## src/rtl/demo_seq_pkg.sv

```systemverilog
// Shared types and constants for the demo scene sequencer.
// Contents:
//   seq_state_t    - scene phase: FADE_IN, RUN, FADE_OUT
//   FADE_MAX       - fade level of full brightness
//   FADE_OUT_START - first fade level after a scene ends
package demo_seq_pkg;

    typedef enum logic [1:0] {
        FADE_IN  = 2'd0,
        RUN      = 2'd1,
        FADE_OUT = 2'd2
    } seq_state_t;

    localparam logic [2:0] FADE_MAX       = 3'd7;
    localparam logic [2:0] FADE_OUT_START = 3'd6;

endpackage

```

## src/rtl/scene_next_finder.sv

```systemverilog
// Combinational wrap-around priority search for the next enabled scene.
// Ports:
//   cur_id  - current scene index
//   enable  - one bit per scene, set when that scene's duration is nonzero
//   next_id - first enabled index after cur_id (wrapping); cur_id if none
//   found   - high when some other scene is enabled
module scene_next_finder #(
    parameter int NUM_SCENES = 8
) (
    input  logic [$clog2(NUM_SCENES)-1:0] cur_id,
    input  logic [NUM_SCENES-1:0]         enable,
    output logic [$clog2(NUM_SCENES)-1:0] next_id,
    output logic                          found
);
    localparam int ID_W = $clog2(NUM_SCENES);

    logic [ID_W-1:0] probe;

    // Walk the offsets from farthest to nearest so the nearest enabled
    // scene is the last assignment and wins. The current scene itself is
    // never a candidate; index arithmetic wraps because NUM_SCENES is a
    // power of two.
    always_comb begin
        next_id = cur_id;
        found   = 1'b0;
        probe   = '0;
        for (int k = NUM_SCENES - 1; k >= 1; k--) begin
            probe = cur_id + ID_W'(k);
            if (enable[probe]) begin
                next_id = probe;
                found   = 1'b1;
            end
        end
    end

endmodule

```

## src/rtl/demo_scene_sequencer.sv

```systemverilog
// Frame-level scheduler for the VGA demo effects datapath. Steps through a
// programmable table of scene durations, fading each scene in and out,
// and publishes frame counters and beat timing for the effect mux and
// audio generator.
// Ports:
//   clk, reset         - pixel clock, asynchronous active-high reset
//   frame_tick         - one-cycle pulse per frame
//   pause              - while high, frame_tick is ignored
//   skip_req/skip_ack  - request early scene end / accepted pulse
//   cfg_we/addr/dur    - duration table write port (0 disables a scene)
//   scene_id, scene_frame, global_frame - scene and frame counters
//   fade_level         - 0 black .. 7 full brightness
//   beat_tick, beat_index - beat pulse and beat number within a bar
//   running            - high while the scene is at full brightness
module demo_scene_sequencer
    import demo_seq_pkg::*;
#(
    parameter int NUM_SCENES  = 8,
    parameter int FRAME_W     = 12,
    parameter int DUR_W       = 8,
    parameter int DEFAULT_DUR = 32,
    parameter int BEAT_FRAMES = 16
) (
    input  logic                          clk,
    input  logic                          reset,
    input  logic                          frame_tick,
    input  logic                          pause,
    input  logic                          skip_req,
    output logic                          skip_ack,
    input  logic                          cfg_we,
    input  logic [$clog2(NUM_SCENES)-1:0] cfg_addr,
    input  logic [DUR_W-1:0]              cfg_dur,
    output logic [$clog2(NUM_SCENES)-1:0] scene_id,
    output logic [FRAME_W-1:0]            scene_frame,
    output logic [FRAME_W-1:0]            global_frame,
    output logic [2:0]                    fade_level,
    output logic                          beat_tick,
    output logic [1:0]                    beat_index,
    output logic                          running
);
    localparam int ID_W   = $clog2(NUM_SCENES);
    localparam int BEAT_W = $clog2(BEAT_FRAMES);

    seq_state_t             state, state_nxt;
    logic [DUR_W-1:0]       dur_table [NUM_SCENES];
    logic [NUM_SCENES-1:0]  scene_en;
    logic [ID_W-1:0]        next_id;
    logic                   next_found;
    logic [BEAT_W-1:0]      beat_cnt;
    logic                   tick;
    logic                   scene_done;
    logic [FRAME_W:0]       frame_plus_one;
    logic [FRAME_W-1:0]     scene_frame_inc;
    logic [ID_W-1:0]        scene_id_nxt;
    logic [FRAME_W-1:0]     scene_frame_nxt;
    logic [2:0]             fade_nxt;
    logic                   skip_ack_nxt;

    assign tick = frame_tick && !pause;

    // Duration table. The address width exactly covers NUM_SCENES, so
    // every address is in range. A tick in the same cycle as a write
    // still sees the old entry because both read registered state.
    always_ff @(posedge clk or posedge reset) begin
        if (reset) begin
            for (int i = 0; i < NUM_SCENES; i++) begin
                dur_table[i] <= DUR_W'(DEFAULT_DUR);
            end
        end else if (cfg_we) begin
            dur_table[cfg_addr] <= cfg_dur;
        end
    end

    // A scene with a zero duration is skipped when choosing the next one.
    always_comb begin
        scene_en = '0;
        for (int i = 0; i < NUM_SCENES; i++) begin
            scene_en[i] = (dur_table[i] != '0);
        end
    end

    scene_next_finder #(
        .NUM_SCENES (NUM_SCENES)
    ) u_next_finder (
        .cur_id  (scene_id),
        .enable  (scene_en),
        .next_id (next_id),
        .found   (next_found)
    );

    // The end-of-scene test is done one bit wider so that a saturated
    // scene_frame still compares as "past the duration", and ">=" covers
    // entries rewritten below the current frame count.
    assign frame_plus_one  = {1'b0, scene_frame} + (FRAME_W + 1)'(1);
    assign scene_done      = frame_plus_one >= (FRAME_W + 1)'(dur_table[scene_id]);
    assign scene_frame_inc = (&scene_frame) ? scene_frame : scene_frame + FRAME_W'(1);

    // Scene phase next-state logic; only a tick moves anything.
    always_comb begin
        state_nxt       = state;
        scene_id_nxt    = scene_id;
        scene_frame_nxt = scene_frame;
        fade_nxt        = fade_level;
        skip_ack_nxt    = 1'b0;
        if (tick) begin
            case (state)
                FADE_IN: begin
                    fade_nxt        = fade_level + 3'd1;
                    scene_frame_nxt = scene_frame_inc;
                    if (fade_level + 3'd1 == FADE_MAX) begin
                        state_nxt = RUN;
                    end
                end
                RUN: begin
                    scene_frame_nxt = scene_frame_inc;
                    if (skip_req || scene_done) begin
                        state_nxt    = FADE_OUT;
                        fade_nxt     = FADE_OUT_START;
                        skip_ack_nxt = skip_req;
                    end
                end
                FADE_OUT: begin
                    if (fade_level == 3'd0) begin
                        state_nxt       = FADE_IN;
                        scene_frame_nxt = '0;
                        if (next_found) begin
                            scene_id_nxt = next_id;
                        end
                    end else begin
                        fade_nxt        = fade_level - 3'd1;
                        scene_frame_nxt = scene_frame_inc;
                    end
                end
                default: begin
                    state_nxt = FADE_IN;
                end
            endcase
        end
    end

    // State and output registers; the beat counter runs on every tick
    // regardless of scene phase.
    always_ff @(posedge clk or posedge reset) begin
        if (reset) begin
            state        <= FADE_IN;
            scene_id     <= '0;
            scene_frame  <= '0;
            global_frame <= '0;
            fade_level   <= '0;
            beat_cnt     <= '0;
            beat_tick    <= 1'b0;
            beat_index   <= '0;
            skip_ack     <= 1'b0;
            running      <= 1'b0;
        end else begin
            state       <= state_nxt;
            scene_id    <= scene_id_nxt;
            scene_frame <= scene_frame_nxt;
            fade_level  <= fade_nxt;
            skip_ack    <= skip_ack_nxt;
            running     <= (state_nxt == RUN);
            beat_tick   <= 1'b0;
            if (tick) begin
                global_frame <= global_frame + FRAME_W'(1);
                if (beat_cnt == BEAT_W'(BEAT_FRAMES - 1)) begin
                    beat_cnt   <= '0;
                    beat_tick  <= 1'b1;
                    beat_index <= beat_index + 2'd1;
                end else begin
                    beat_cnt <= beat_cnt + BEAT_W'(1);
                end
            end
        end
    end

endmodule

```

## config.mk

```make
export PLATFORM = sky130hd
export DESIGN_NAME = demo_scene_sequencer
export DESIGN_NICKNAME = d
export VERILOG_FILES = /design/src/rtl/demo_seq_pkg.sv /design/src/rtl/scene_next_finder.sv /design/src/rtl/demo_scene_sequencer.sv
export SDC_FILE = /design/constraint.sdc
export NUM_CORES = 1
export LEC_CHECK = 0
export ABC_CLOCK_PERIOD_IN_PS = 3100
export CORE_MARGIN = 1
export CORE_UTILIZATION = 47
export CTS_BUF_LIST = sky130_fd_sc_hd__clkbuf_16
export DETAILED_ROUTE_END_ITERATION = 8
export PLACE_DENSITY_LB_ADDON = 0.08
export SYNTH_ARGS = -nofsm -noshare
export SYNTH_HDL_FRONTEND = slang
export SYNTH_HIERARCHICAL = 1
export SYNTH_SLANG_ARGS = --single-unit
```

## constraint.sdc

```tcl
create_clock -name clk -period 3.1 [get_ports clk]
set_input_delay 0.62 -clock clk [delete_from_list [all_inputs] [get_ports clk]]
set_output_delay 0.62 -clock clk [all_outputs]
set_load 0.05 [all_outputs]
```

---- Word level (Yosys, flattened, before mapping) ----
Index checks and enable logic that the tools add are counted.
storage, ports and cells
  bits of input ports ..................... 17
  word-level logic and storage cells ...... 126
  output and inout port bits .............. 35
  flip-flop bits (word level) ............. 105
operators by class
  eq/ne operators ......................... 7
  bitwise gates (word level) .............. 2
  $lt $le $gt $ge ......................... 11
  add/subtract/negate cells ............... 14
  reductions and logical operators ........ 23
  multiplexer cells ....................... 51
operators with widths
  cell                                                                  count
  64-bit bitwise mux                                                    1
  8-bit nonzero test                                                    8
  3-bit by 4-bit < comparator with 1-bit output, second input constant  7
  3-bit 2-to-1 mux                                                      9
  12-bit by 1-bit adder with 12-bit output, second input constant       2
  8-bit binary-select mux with 3-bit select                             1
  8-bit demux with 3-bit select                                         1
  12-bit 2-to-1 mux                                                     2
  8-bit 2-to-1 mux                                                      3
  12-bit one-hot mux with 2 select lines                                1
  1-bit binary-select mux with 3-bit select                             7
  1-bit 2-to-1 mux                                                      19
  12-bit by 1-bit adder with 13-bit output, second input constant       1
  13-bit by 8-bit >= comparator with 1-bit output                       1
  3-bit adder, second input constant                                    4
  12-bit AND reduction                                                  1
  3-bit one-hot mux with 3 select lines                                 1
  4-bit >= comparator, second input constant                            2
  2-bit 2-to-1 mux                                                      4
  3-bit NOT with 4-bit output                                           2
  7-bit nonzero test                                                    1
  3-bit by 1-bit adder with 3-bit output, second input constant         2
  3-bit by 2-bit adder with 3-bit output, second input constant         2
  2-bit one-hot mux with 3 select lines                                 1
  21 further kinds                                                      25

---- Depth between registers and ports, before layout ----
Gate-level depths: netlist of run 1.
  depth after elaboration ................. 11
  depth in mapped cells ................... 12

---- Modules after synthesis ----
Netlist of run 1, hierarchy kept.
modules (own cells, without submodules)
  module                area each (µm²)  times used  cells an instance
  demo_scene_sequencer  5,461.5          1           456
  scene_next_finder     773.2            1           90

---- Worst setup path after synthesis of run 1 ----
OpenSTA, ideal clock, no wires.
  kind .................................... register to register
  from .................................... register scene_id[0]
  to ...................................... register fade_level[2]
  path slack .............................. -0.453 ns
  path buffers ............................ 2
  stages on the path, launching flop included .. 11
  data arrival time ....................... 3.407 ns
  data required time ...................... 2.954 ns
  library setup time ...................... 0.146 ns
  cells stage by stage .................... dfrtp_1 > clkbuf_1 > buf_2 > mux4_2 > mux2i_1 > ha_1 > nand3_1 > o21ai_0 > a211o_1 > nor4_1 > o221ai_1
between the ends
  word-level cells in the longest chain between the ends .. 8
ends and longest elaborated chain
  item                                                 RTL line                     RTL
  start, declared                                      demo_scene_sequencer.sv:33   output logic [$clog2(NUM_SCENES)-1:0] scene_id,
  start signal, assigned                               demo_scene_sequencer.sv:157  scene_id <= scene_id_nxt;
  3-bit NOT with 4-bit output (implied by the code)    demo_scene_sequencer.sv:95   assign scene_done = frame_plus_one >= (FRAME_W + 1)'(dur_table[scene_id]);
  8-bit binary-select mux with 3-bit select            demo_scene_sequencer.sv:95
  8-bit 2-to-1 mux (implied by the code) (2 in a row)  demo_scene_sequencer.sv:95
  13-bit by 8-bit >= comparator with 1-bit output      demo_scene_sequencer.sv:95
  1-bit logical OR                                     demo_scene_sequencer.sv:116  if (skip_req || scene_done) begin
  2-bit != test (no source line)                       -
  4-bit AND reduction (no source line)                 -
  end signal, assigned                                 demo_scene_sequencer.sv:159  fade_level <= fade_nxt;
  end, declared                                        demo_scene_sequencer.sv:36   output logic [2:0] fade_level,
No other way between the ends. The select of a mux whose other input is x is not followed.
A chain may end at the register's enable or synchronous reset.

---- Final worst setup path of run 1 ----
  from .................................... register scene_id[0]
  to ...................................... register fade_level[0]
The elaborated chain is that of the path after synthesis.

==> results.py, run 1 <==
metrics = {
    "status": {
        "status": "finished clean",
    },
    "clock_tree": {
        "cts_tree": "done",
        "htree_num_levels": 3,
        "clkTransAtPathRegs_ns": 0.07,
        "cts_resized": 0,
        "cts-root-buf": "clkbuf_16",
        "cts.sinks": 105,
        "clock_path_buffers": 2,
        "cts_hold_buffers": 0,
        "cts_setup_buffers": 0,
        "cts_buffers": 9,
        "clk_latency_ns": 0.35,
    },
    "die": {
        "num_io_pins": 52,
        "num_rows": 41,
        "start_util_pct": 48.8,
        "die_w_um": 117,
        "core_mm2": 0.0128,
        "die-area_mm2": 0.0137,
        "die_h_um": 117,
    },
    "timing": {
        "tightest_slew_ns": 1.21,
        "period_share_pct": 97.4,
        "fin_skew_ns": 0.00849,
        "fin_crit_ns": 3.02,
        "hold_viol": 0,
        "max_slew_margin_pct": 18.6,
        "fmax_mhz": 331,
        "drv_slew": 0,
        "setup_violations": 0,
    },
    "layout": {
        "nets": 641,
        "area_delta_synth_final_pct": 17.9,
        "nFillCells": 1084,
        "layout.cells.non_filler": 780,
        "seq_area_mm2": 0.00264,
        "antennaDiodeCount": 0,
        "multiInputGateArea_mm2": 0.00344,
        "drive_above_1_share_pct": 26.0,
        "fin_util_pct": 57.5,
    },
    "synthesis": {
        "ys_top_cells_by_area": "dfrtp_1 (39%), mux2_2 (13%), mux4_2 (9.8%), ha_1 (4.2%), dfstp_2 (3.4%)",
        "synthMuxAreaShare_pct": 25.1,
        "synth_warnings": 6,
        "synth.yosys.seq_area_share_pct": 42.3,
        "synthAdderAreaFrac_pct": 4.21,
        "ys_ff_latch": 105,
        "syn-num-nets": 584,
        "synthSimpleGateAreaFrac_pct": 13.5,
        "synthArstFlopShare_pct": 100,
        "synth_edf_count": 0,
        "synth_top_family_by_area": "multiplexers",
        "synth_compound_area_share_pct": 8.11,
        "syn-cell-area_mm2": 0.00623,
        "synth_area_per_cell_um2": 11.4,
        "synth_cell_types": 60,
        "synth_ff_type": "dfrtp_1",
        "synthXorXnorAreaFrac_pct": 3.93,
        "synthCells": 546,
        "synth_top_area_share_pct": 38.9,
        "yosysTopAreaCell": "dfrtp_1",
    },
    "route": {
        "drt-vias-per-instance": 5.84,
        "drt-total-wl_um": 14300,
        "antenna_left": 0,
        "drt_iter0_markers": 316,
        "vias": 4552,
        "route.detailed.drc": 0,
        "post_drt_wl_per_cell_um": 18.3,
        "firstDrtPassIters": 4,
    },
    "pwr": {
        "switching_share_pct": 40.0,
        "p_sw_mw": 2.42,
        "p_comb_share_pct": 46.3,
        "clkPwrFrac_pct": 19.1,
        "power_frac_seq_pct": 34.6,
        "intPower_mw": 3.63,
        "p_per_area_mw_per_mm2": 823,
        "leakage_nw": 2.93,
        "ir_drop_mv": 0.456,
    },
    "grt": {
        "grt-ovfl-total": 0,
        "grt_antenna_before_repair": 0,
        "grt_pass1_vias": 4342,
        "grt_max_degree": 68,
        "grt_use_total_pct": 22.0,
        "grt_pass1_wl_um": 22800,
    },
    "worst_setup_path": {
        "worst_ep_arrival_time_ns": 3.28,
        "critical-path-slowest-cell": "or4_1",
        "crit_type": "flip-flop to flip-flop",
        "crit_family": "multiplexers",
        "crit_buf_inv": 1,
        "slowest_delay_ns": 0.54,
        "crit_chain": "buf_12 -> mux4_2 -> mux2i_1 -> ha_1 -> a21oi_1 -> o21ai_0 -> a211o_1 -> or4_1 -> o211ai_1",
        "cp-start-kind": "flip-flop",
        "cp.required_ns": 3.36,
        "end_kind": "flip-flop",
        "crit_path_max_fanout": 16,
    },
    "place": {
        "post-dp-hpwl_um": 10500,
        "gp_congestion": 0.899,
        "io_buffers": 51,
        "dpl.cell_count": 764,
    },
    "flow_run": {
        "cap_viol_max_count": 0,
    },
    "min_path": {
        "worst_hold_path_type": "flip-flop to flip-flop",
    },
}
## sequential cells by signal, indices dropped and copies added, names as in the netlist
name / count
global_frame: 12
state: 2
beat_index: 2
beat_tick: 1
dur_table: 64
fade_level: 3
scene_id: 3
scene_frame: 12
beat_cnt: 4
running: 1
skip_ack: 1
## Yosys cell counts (all sizes together), types with 2 or more instances
cell type	n
nand2	47
o211ai	3
mux4	27
inv	18
clkbuf	16
and3	3
o21ai	20
buf	7
a211oi	2
nand4	8
o221ai	3
nand3	12
nor3b	3
nor3	11
mux2	72
ha	21
a31oi	6
a221oi	3
or2	2
nand4b	4
dfstp	8
nor2	27
and2	2
o22ai	3
o31ai	4
a21oi	20
nor2b	5
or4	2
or3	6
o2111ai	2
mux2i	14
nand2b	8
dfrtp	97
a211o	3
xor2	9
nor4	17
xnor2	19
## power groups by stage
stage               Clock (mW)  Combinational (mW)  Sequential (mW)
floorplan                    0                1.74             2.37
global placement             0                2.75             2.09
detailed placement           0                2.79             2.11
CTS                       1.19                2.81             2.08
global route              1.23                3.03             2.14
finish                    1.15                2.80             2.09
## kinds of logic (layout without fill, tap and decap cells)
kind of cell,count (synthesis),in the layout
buffers and inverters,41,103
multiplexers,113,113
XOR/XNOR,28,28
AND/OR/NAND/NOR,160,160
AO/OA/AOI/OAI,78,78
adder cells (fa/ha/maj),21,21
flip-flops,105,105
## per-stage QoR
step / setup WS [ns] / area [um2] / total power [mW] / hold slack [ns] / TNS [ns]
finish: 0.0816 / 7350 / 6.05 / 0.472 / 0
global route: -0.0127 / 7350 / 6.41 / 0.498 / -0.0127
CTS: 0.0377 / 7320 / 6.08 / 0.480 / 0
detailed placement: 0.0651 / 7030 / 4.90 / 0.468 / 0
global placement: 0.0895 / 7030 / 4.84 / 0.462 / 0
floorplan: 0.000589 / 6250 / 4.10 / 0.451 / 0
## routing by layer
| layer | share of wire, % | GRT usage [%] | up-vias |
|---|---|---|---|
| met5 | 0 | 0 | - |
| li1 | - | - | 2156 |
| met1 | 47 | 30.8 | 2285 |
| met3 | 3.8 | 3.09 | 12 |
| met2 | 48 | 35.1 | 99 |
| met4 | 0.99 | 7.59 | 0 |
## layout by cell type, fill, tap and decap left out, drive strengths merged, types with 2 or more instances in the layout
master         count
o211ai             3
ha                21
nor3b              3
or2                2
nand4b             4
mux2              72
nor4              17
dfrtp             97
nand3             12
clkinv             5
a211o              3
a211oi             2
inv               18
o221ai             3
mux2i             14
a31oi              6
clkbuf             9
o21ai             20
nand4              8
xor2               9
nor2              27
mux4              27
buf               18
or3                6
o2111ai            2
and2               2
a221oi             3
o22ai              3
nand2b             8
dfstp              8
or4                2
and3               3
clkdlybuf4s50     51
nand2             47
o31ai              4
nor3              11
nor2b              5
a21oi             20
xnor2             19
## final timing paths
kind	from	endpoint	slack, ns	cells past startpoint
worst max-delay path	scene_id[0]$_DFFE_PP0P_	fade_level[0]$_DFFE_PP0P_	0.08	9
worst min-delay path	beat_index[1]$_DFFE_PP0P_	beat_index[1]$_DFFE_PP0P_	0.47	1
worst max register to register	scene_id[0]$_DFFE_PP0P_	fade_level[0]$_DFFE_PP0P_	0.08	9
worst min register to register	beat_index[1]$_DFFE_PP0P_	beat_index[1]$_DFFE_PP0P_	0.47	1
max in group asynchronous	reset	dur_table[21]$_DFFE_PP1P_	1.94	3
min in group asynchronous	reset	scene_frame[1]$_DFFE_PP0P_	0.53	2
## final cells by class
cell class,instances,area share (%)
Clock buffer,9,3.06
Clock inverter,7,0.936
Inverter,18,0.971
Multi-Input combinational cell,400,46.9
Sequential cell,105,35.9
Tap cell,172,2.93
Timing Repair Buffer,69,9.30
(Power assumes the default switching activity.)
==> run 2: changes to the inputs <==
--- a/config.mk
+++ b/config.mk
@@ -7,10 +7,11 @@
 export LEC_CHECK = 0
 export ABC_CLOCK_PERIOD_IN_PS = 3100
 export CORE_MARGIN = 1
-export CORE_UTILIZATION = 47
+export CORE_UTILIZATION = 38
 export CTS_BUF_LIST = sky130_fd_sc_hd__clkbuf_16
 export DETAILED_ROUTE_END_ITERATION = 8
-export PLACE_DENSITY_LB_ADDON = 0.08
+export DONT_BUFFER_PORTS = 1
+export PLACE_DENSITY = 0.52
 export SYNTH_ARGS = -nofsm -noshare
 export SYNTH_HDL_FRONTEND = slang
 export SYNTH_HIERARCHICAL = 1
==> run 2 against run 1 <==
Compared with the run above: combinational power down 12%; sequential share of layout area up 2.3 points; first-iteration DRC count is 30% lower; core utilization shrank 14 points; setup slack better by 0.066 ns; design area is 6.1% lower; via count is 3.4% lower; global-route usage shrank 3.4 points; critical endpoint unchanged; largest power group unchanged.
==> results.py, run 2 (synthesis results as in run 1) <==
metrics = {
    "layout": {
        "nFillCells": 1519,
        "multiInputGateArea_mm2": 0.00343,
        "layout.cells.non_filler": 781,
        "top_regs": "dur_table: 64 flops, global_frame: 12 flops, scene_frame: 12 flops",
        "largest_reg_flops": 64,
        "drive_above_1_share_pct": 28.8,
        "nets": 598,
        "area_delta_synth_final_pct": 10.7,
        "final_cell_mix": "dfrtp_1 (95), mux2_2 (72), nand2_1 (47), nor2_1 (27), mux4_2 (27)",
        "antennaDiodeCount": 0,
        "final_common_cell": "dfrtp_1",
        "seq_area_mm2": 0.00264,
        "regMostFlops": "dur_table",
    },
    "timing": {
        "fmax_mhz": 339,
        "fin_crit_ns": 2.95,
        "rsz0062_at_grt": "no",
        "hold_viol": 0,
        "final.setup.worst_slack_ns": 0.148,
        "drv_slew": 0,
        "period_share_pct": 95.2,
        "fin_tns_setup_ns": 0,
        "fin_skew_ns": 0.00539,
        "tightest_slew_ns": 0.808,
        "setup_violations": 0,
        "max_slew_margin_pct": 45.8,
    },
    "worst_setup_path": {
        "critPathLaunch": "scene_id[0]$_DFFE_PP0P_",
        "worst_ep_arrival_time_ns": 3.23,
        "cp.required_ns": 3.37,
        "endpoint": "fade_level[0]$_DFFE_PP0P_",
        "crit_path_max_fanout": 13,
        "r2r-end": "fade_level[0]$_DFFE_PP0P_",
        "end_kind": "flip-flop",
        "crit_type": "flip-flop to flip-flop",
        "regToRegStartpoint": "scene_id[0]$_DFFE_PP0P_",
        "r2r_slack_ns": 0.15,
        "ff2ff_path_depth": 9,
        "cp-start-kind": "flip-flop",
    },
    "clock_tree": {
        "clkTransAtPathRegs_ns": 0.07,
        "cts_tree": "done",
        "cts-root-buf": "clkbuf_16",
        "clock_path_buffers": 2,
        "cts_buffers": 9,
        "htree_num_levels": 3,
        "cts.sinks": 105,
        "cts_hold_buffers": 0,
        "clk_latency_ns": 0.36,
    },
    "die": {
        "core_mm2": 0.0159,
        "die_h_um": 130,
        "die-area_mm2": 0.0169,
        "start_util_pct": 39.1,
        "die_w_um": 130,
        "num_io_pins": 52,
        "num_rows": 46,
    },
    "route": {
        "route.detailed.drc": 0,
        "drt-total-wl_um": 14400,
        "drt-vias-per-instance": 5.63,
        "firstDrtPassIters": 7,
        "antenna_left": 0,
        "drt_iter0_markers": 222,
        "vias": 4399,
        "post_drt_wl_per_cell_um": 18.5,
    },
    "flow_run": {
        "cap_viol_max_count": 0,
    },
    "pwr": {
        "p_per_area_mw_per_mm2": 838,
        "leakage_nw": 2.77,
        "ir_drop_mv": 0.384,
    },
    "place": {
        "io_buffers": 0,
        "post-place-ws_ns": 0.0947,
        "dpl.cell_count": 765,
        "post-dp-hpwl_um": 10600,
        "gp_congestion": 0.890,
    },
    "grt": {
        "grt-ovfl-total": 0,
        "grt_max_degree": 106,
        "grt_pass1_vias": 4445,
        "grt_antenna_before_repair": 0,
        "grt_use_total_pct": 18.6,
        "grt_pass1_wl_um": 24000,
    },
    "status": {
        "status": "finished clean",
    },
    "min_path": {
        "worst_hold_path_type": "input port to async pin",
    },
}
run 2: cell count changes in the layout (fill, tap and decap cells not counted), sizes merged:
cell / before / now
buf: 18 / 26
clkinv: 5 / 3
clkdlybuf4s50: 51 / 0
inv: 18 / 20
bufinv: 1 / 0
clkinvlp: 1 / 2
run 2: worst max-delay path: stages (launching register included):
cell,delay (ns)
dfrtp_2,0.39
buf_12,0.17
mux4_2,0.53
mux2_2,0.29
ha_1,0.28
nand3_1,0.08
o21ai_0,0.14
a211o_1,0.35
or4_1,0.52
o211ai_1,0.10
run 2: per-stage QoR:
step | utilization [%] | area, um2 | hold slack, ns | power, mW
finish | 43.3 | 6900 | 0.291 | 5.79
floorplan | - | 6250 | 0.451 | 4.10
detailed placement | 41.5 | 6620 | 0.485 | 4.75
global route | 43.3 | 6900 | 0.328 | 6.18
CTS | 43.2 | 6890 | 0.316 | 5.84
global placement | 41.5 | 6620 | 0.468 | 4.68
run 2: worst min path at each step:
| stage | from | end | slack, ns | cells past startpoint |
|---|---|---|---|---|
| floorplan | beat_cnt[3]$_DFFE_PP0P_ | beat_cnt[3]$_DFFE_PP0P_ | 0.45 | 1 |
| global placement | beat_cnt[3]$_DFFE_PP0P_ | beat_cnt[3]$_DFFE_PP0P_ | 0.47 | 1 |
| detailed placement | beat_cnt[3]$_DFFE_PP0P_ | beat_cnt[3]$_DFFE_PP0P_ | 0.48 | 1 |
| CTS | reset | scene_frame[8]$_DFFE_PP0P_ | 0.32 | 2 |
| global route | reset | scene_frame[2]$_DFFE_PP0P_ | 0.33 | 2 |
| finish | reset | scene_frame[2]$_DFFE_PP0P_ | 0.29 | 2 |
run 2: area by class of cell:
type                            instances  area share [%]
Timing Repair Buffer                   26            3.24
Tap cell                              216            3.92
Clock inverter                          7           0.671
Inverter                               18            1.03
Sequential cell                       105            38.2
Clock buffer                            9            3.26
Multi-Input combinational cell        400            49.6
run 2: what timing repair did:
item	4_1_cts	5_1_grt
endpoints found under the hold margin	0	0
gates resized for setup	0	2
endpoints found under the setup margin	0	2
setup buffers	0	0
run 2: per-layer routing:
metal / global-route usage [%] / wire, um
met3: 4.10 / 633
met5: 0 / 0
met2: 29.5 / 6850
met1: 24.7 / 6640
met4: 7.46 / 305
run 2: where the power goes:
| part | internal, mW | leakage (nW) | switching, mW |
|---|---|---|---|
| clock | 0.545 | 0.135 | 0.521 |
| sequential | 1.71 | 1.29 | 0.549 |
| combinational | 1.15 | 1.34 | 1.31 |
| total | 3.40 | 2.77 | 2.38 |
==> run 3: changes to the inputs <==
--- a/config.mk
+++ b/config.mk
@@ -11,7 +11,6 @@
 export CTS_BUF_LIST = sky130_fd_sc_hd__clkbuf_16
 export DETAILED_ROUTE_END_ITERATION = 8
 export DONT_BUFFER_PORTS = 1
-export PLACE_DENSITY = 0.52
 export SYNTH_ARGS = -nofsm -noshare
 export SYNTH_HDL_FRONTEND = slang
 export SYNTH_HIERARCHICAL = 1
==> run 3 against run 2 <==
Compared with the run above: core utilization increased by 0.094 points; total power increased by 1.1%; first-iteration DRC count increased by 45%; register-to-register slack got worse by 0.05 ns; setup slack got worse by 0.049 ns; sequential cell count unchanged; sequential share of layout area decreased by 0.083 points; non-clock buffer count increased by 2.
==> results.py, run 3 (synthesis results as in run 1) <==
metrics = {
    "layout": {
        "fin_util_pct": 43.4,
        "final_common_cell": "dfrtp_1",
        "final_cell_mix": "dfrtp_1 (95), mux2_2 (72), nand2_1 (47), nor2_1 (27), mux4_2 (27)",
        "largest_reg_flops": 64,
        "nFillCells": 1500,
        "nets": 600,
        "regMostFlops": "dur_table",
        "antennaDiodeCount": 0,
        "area_delta_synth_final_pct": 11.0,
        "top_regs": "dur_table: 64 flops, global_frame: 12 flops, scene_frame: 12 flops",
        "drive_above_1_share_pct": 29.1,
    },
    "pwr": {
        "p_per_area_mw_per_mm2": 845,
        "ir_drop_mv": 0.474,
        "power_mw": 5.85,
        "leakage_nw": 2.78,
    },
    "timing": {
        "hold_viol": 0,
        "rsz0062_at_grt": "yes",
        "max_slew_margin_pct": 46.6,
        "fin_skew_ns": 0.00844,
        "drv_slew": 0,
        "setup_violations": 0,
        "period_share_pct": 96.8,
        "hold_ws_ns": 0.249,
        "fmax_mhz": 333,
        "tightest_slew_ns": 0.798,
        "fin_crit_ns": 3.00,
    },
    "worst_setup_path": {
        "crit_family": "multiplexers",
        "critical-path-slowest-cell": "mux4_2",
        "crit_type": "flip-flop to flip-flop",
        "slowest_delay_ns": 0.50,
        "crit_chain": "buf_4 -> mux4_2 -> mux2i_1 -> ha_1 -> o21ai_0 -> a21oi_1 -> o311a_1 -> or4_1 -> o211ai_1",
        "cp.required_ns": 3.38,
        "cp-start-kind": "flip-flop",
        "crit_path_max_fanout": 6,
        "crit_buf_inv": 1,
        "end_kind": "flip-flop",
        "worst_ep_arrival_time_ns": 3.28,
    },
    "grt": {
        "grt-ovfl-total": 0,
        "grt_max_degree": 68,
        "grt_pass1_vias": 4676,
        "grt_pass1_wl_um": 24300,
        "grt_antenna_before_repair": 0,
        "grt_use_total_pct": 18.8,
    },
    "min_path": {
        "worst_hold_path_type": "input port to async pin",
    },
    "route": {
        "antenna_left": 0,
        "post_drt_wl_per_cell_um": 18.9,
        "firstDrtPassIters": 5,
        "drt_iter0_markers": 321,
        "route.detailed.drc": 0,
        "vias": 4498,
        "drt-vias-per-instance": 5.74,
        "drt-total-wl_um": 14800,
    },
    "die": {
        "num_rows": 46,
        "die_h_um": 130,
        "num_io_pins": 52,
        "die_w_um": 130,
        "start_util_pct": 39.1,
        "core_mm2": 0.0159,
        "die-area_mm2": 0.0169,
    },
    "clock_tree": {
        "cts_hold_buffers": 0,
        "clk_latency_ns": 0.36,
        "clock_path_buffers": 2,
        "clkTransAtPathRegs_ns": 0.07,
        "cts_tree": "done",
        "cts.sinks": 105,
        "cts-root-buf": "clkbuf_16",
        "htree_num_levels": 3,
        "cts_buffers": 9,
    },
    "place": {
        "gp_congestion": 0.871,
        "io_buffers": 0,
        "post-dp-hpwl_um": 11000,
    },
    "flow_run": {
        "cap_viol_max_count": 0,
    },
    "status": {
        "status": "finished clean",
    },
}
## run 3: cell types whose count changed in the layout (fill, tap and decap cells not counted)
cell / before / now
buf_12: 2 / 1
nor4_1: 16 / 15
inv_8: 0 / 1
clkinv_4: 1 / 0
buf_8: 0 / 1
clkinv_1: 1 / 2
clkinvlp_4: 2 / 1
nor4_2: 1 / 2
buf_4: 23 / 25
## run 3: path summary, 6_finish.rpt
path / from / to / slack (ns) / cells past startpoint
min: reset / scene_frame[2]$_DFFE_PP0P_ / 0.25 / 1
min reg2reg: beat_cnt[3]$_DFFE_PP0P_ / beat_cnt[3]$_DFFE_PP0P_ / 0.50 / 1
max reg2reg: scene_id[0]$_DFFE_PP0P_ / fade_level[0]$_DFFE_PP0P_ / 0.1 / 9
max: scene_id[0]$_DFFE_PP0P_ / fade_level[0]$_DFFE_PP0P_ / 0.1 / 9
min in group clk: cfg_dur[6] / dur_table[54]$_DFFE_PP0P_ / 0.40 / 1
max in group asynchronous: reset / dur_table[53]$_DFFE_PP1P_ / 2.04 / 2
## run 3: metal layers
metal  wire, um  GRT usage, %  vias to the layer above
met5          0             0                        -
met4        187          4.99                        0
met3       1110          6.19                       22
met2       7190          32.3                      152
met1       6270          22.6                     2250
li1           -             -                     2074
## run 3: what timing repair did
action | in CTS | in global routing
hold endpoints to repair | 0 | 0
gates resized for setup | 1 | 4
cloned | 0 | 0
endpoints found under the setup margin | 1 | 8
setup buffers | 0 | 3
pin swaps | 0 | 1
## run 3: area by class of cell
class	instances	area, um2	share of cell area (%)
multi-input combinational	400	3430	49.6
clock buffer	9	225	3.26
clock inverter	7	45.0	0.651
inverter	18	71.3	1.03
sequential	105	2640	38.2
timing repair buffer	28	234	3.38
tap	216	270	3.91
## run 3: through the flow
stage | setup WS [ns] | TNS [ns] | area, um2 | std cells
after floorplan | 0.000589 | 0 | 6250 | 546
after global placement | 0.0917 | 0 | 6600 | 764
after detailed placement | 0.0154 | 0 | 6600 | 764
after CTS | 0.0290 | 0 | 6880 | 780
after global routing | -0.00748 | -0.0108 | 6920 | 783
final | 0.0987 | 0 | 6920 | 783
## run 3: report_power, final
group	internal (mW)	switching (mW)
clock	0.547	0.538
sequential	1.71	0.586
combinational	1.16	1.30
total	3.42	2.43
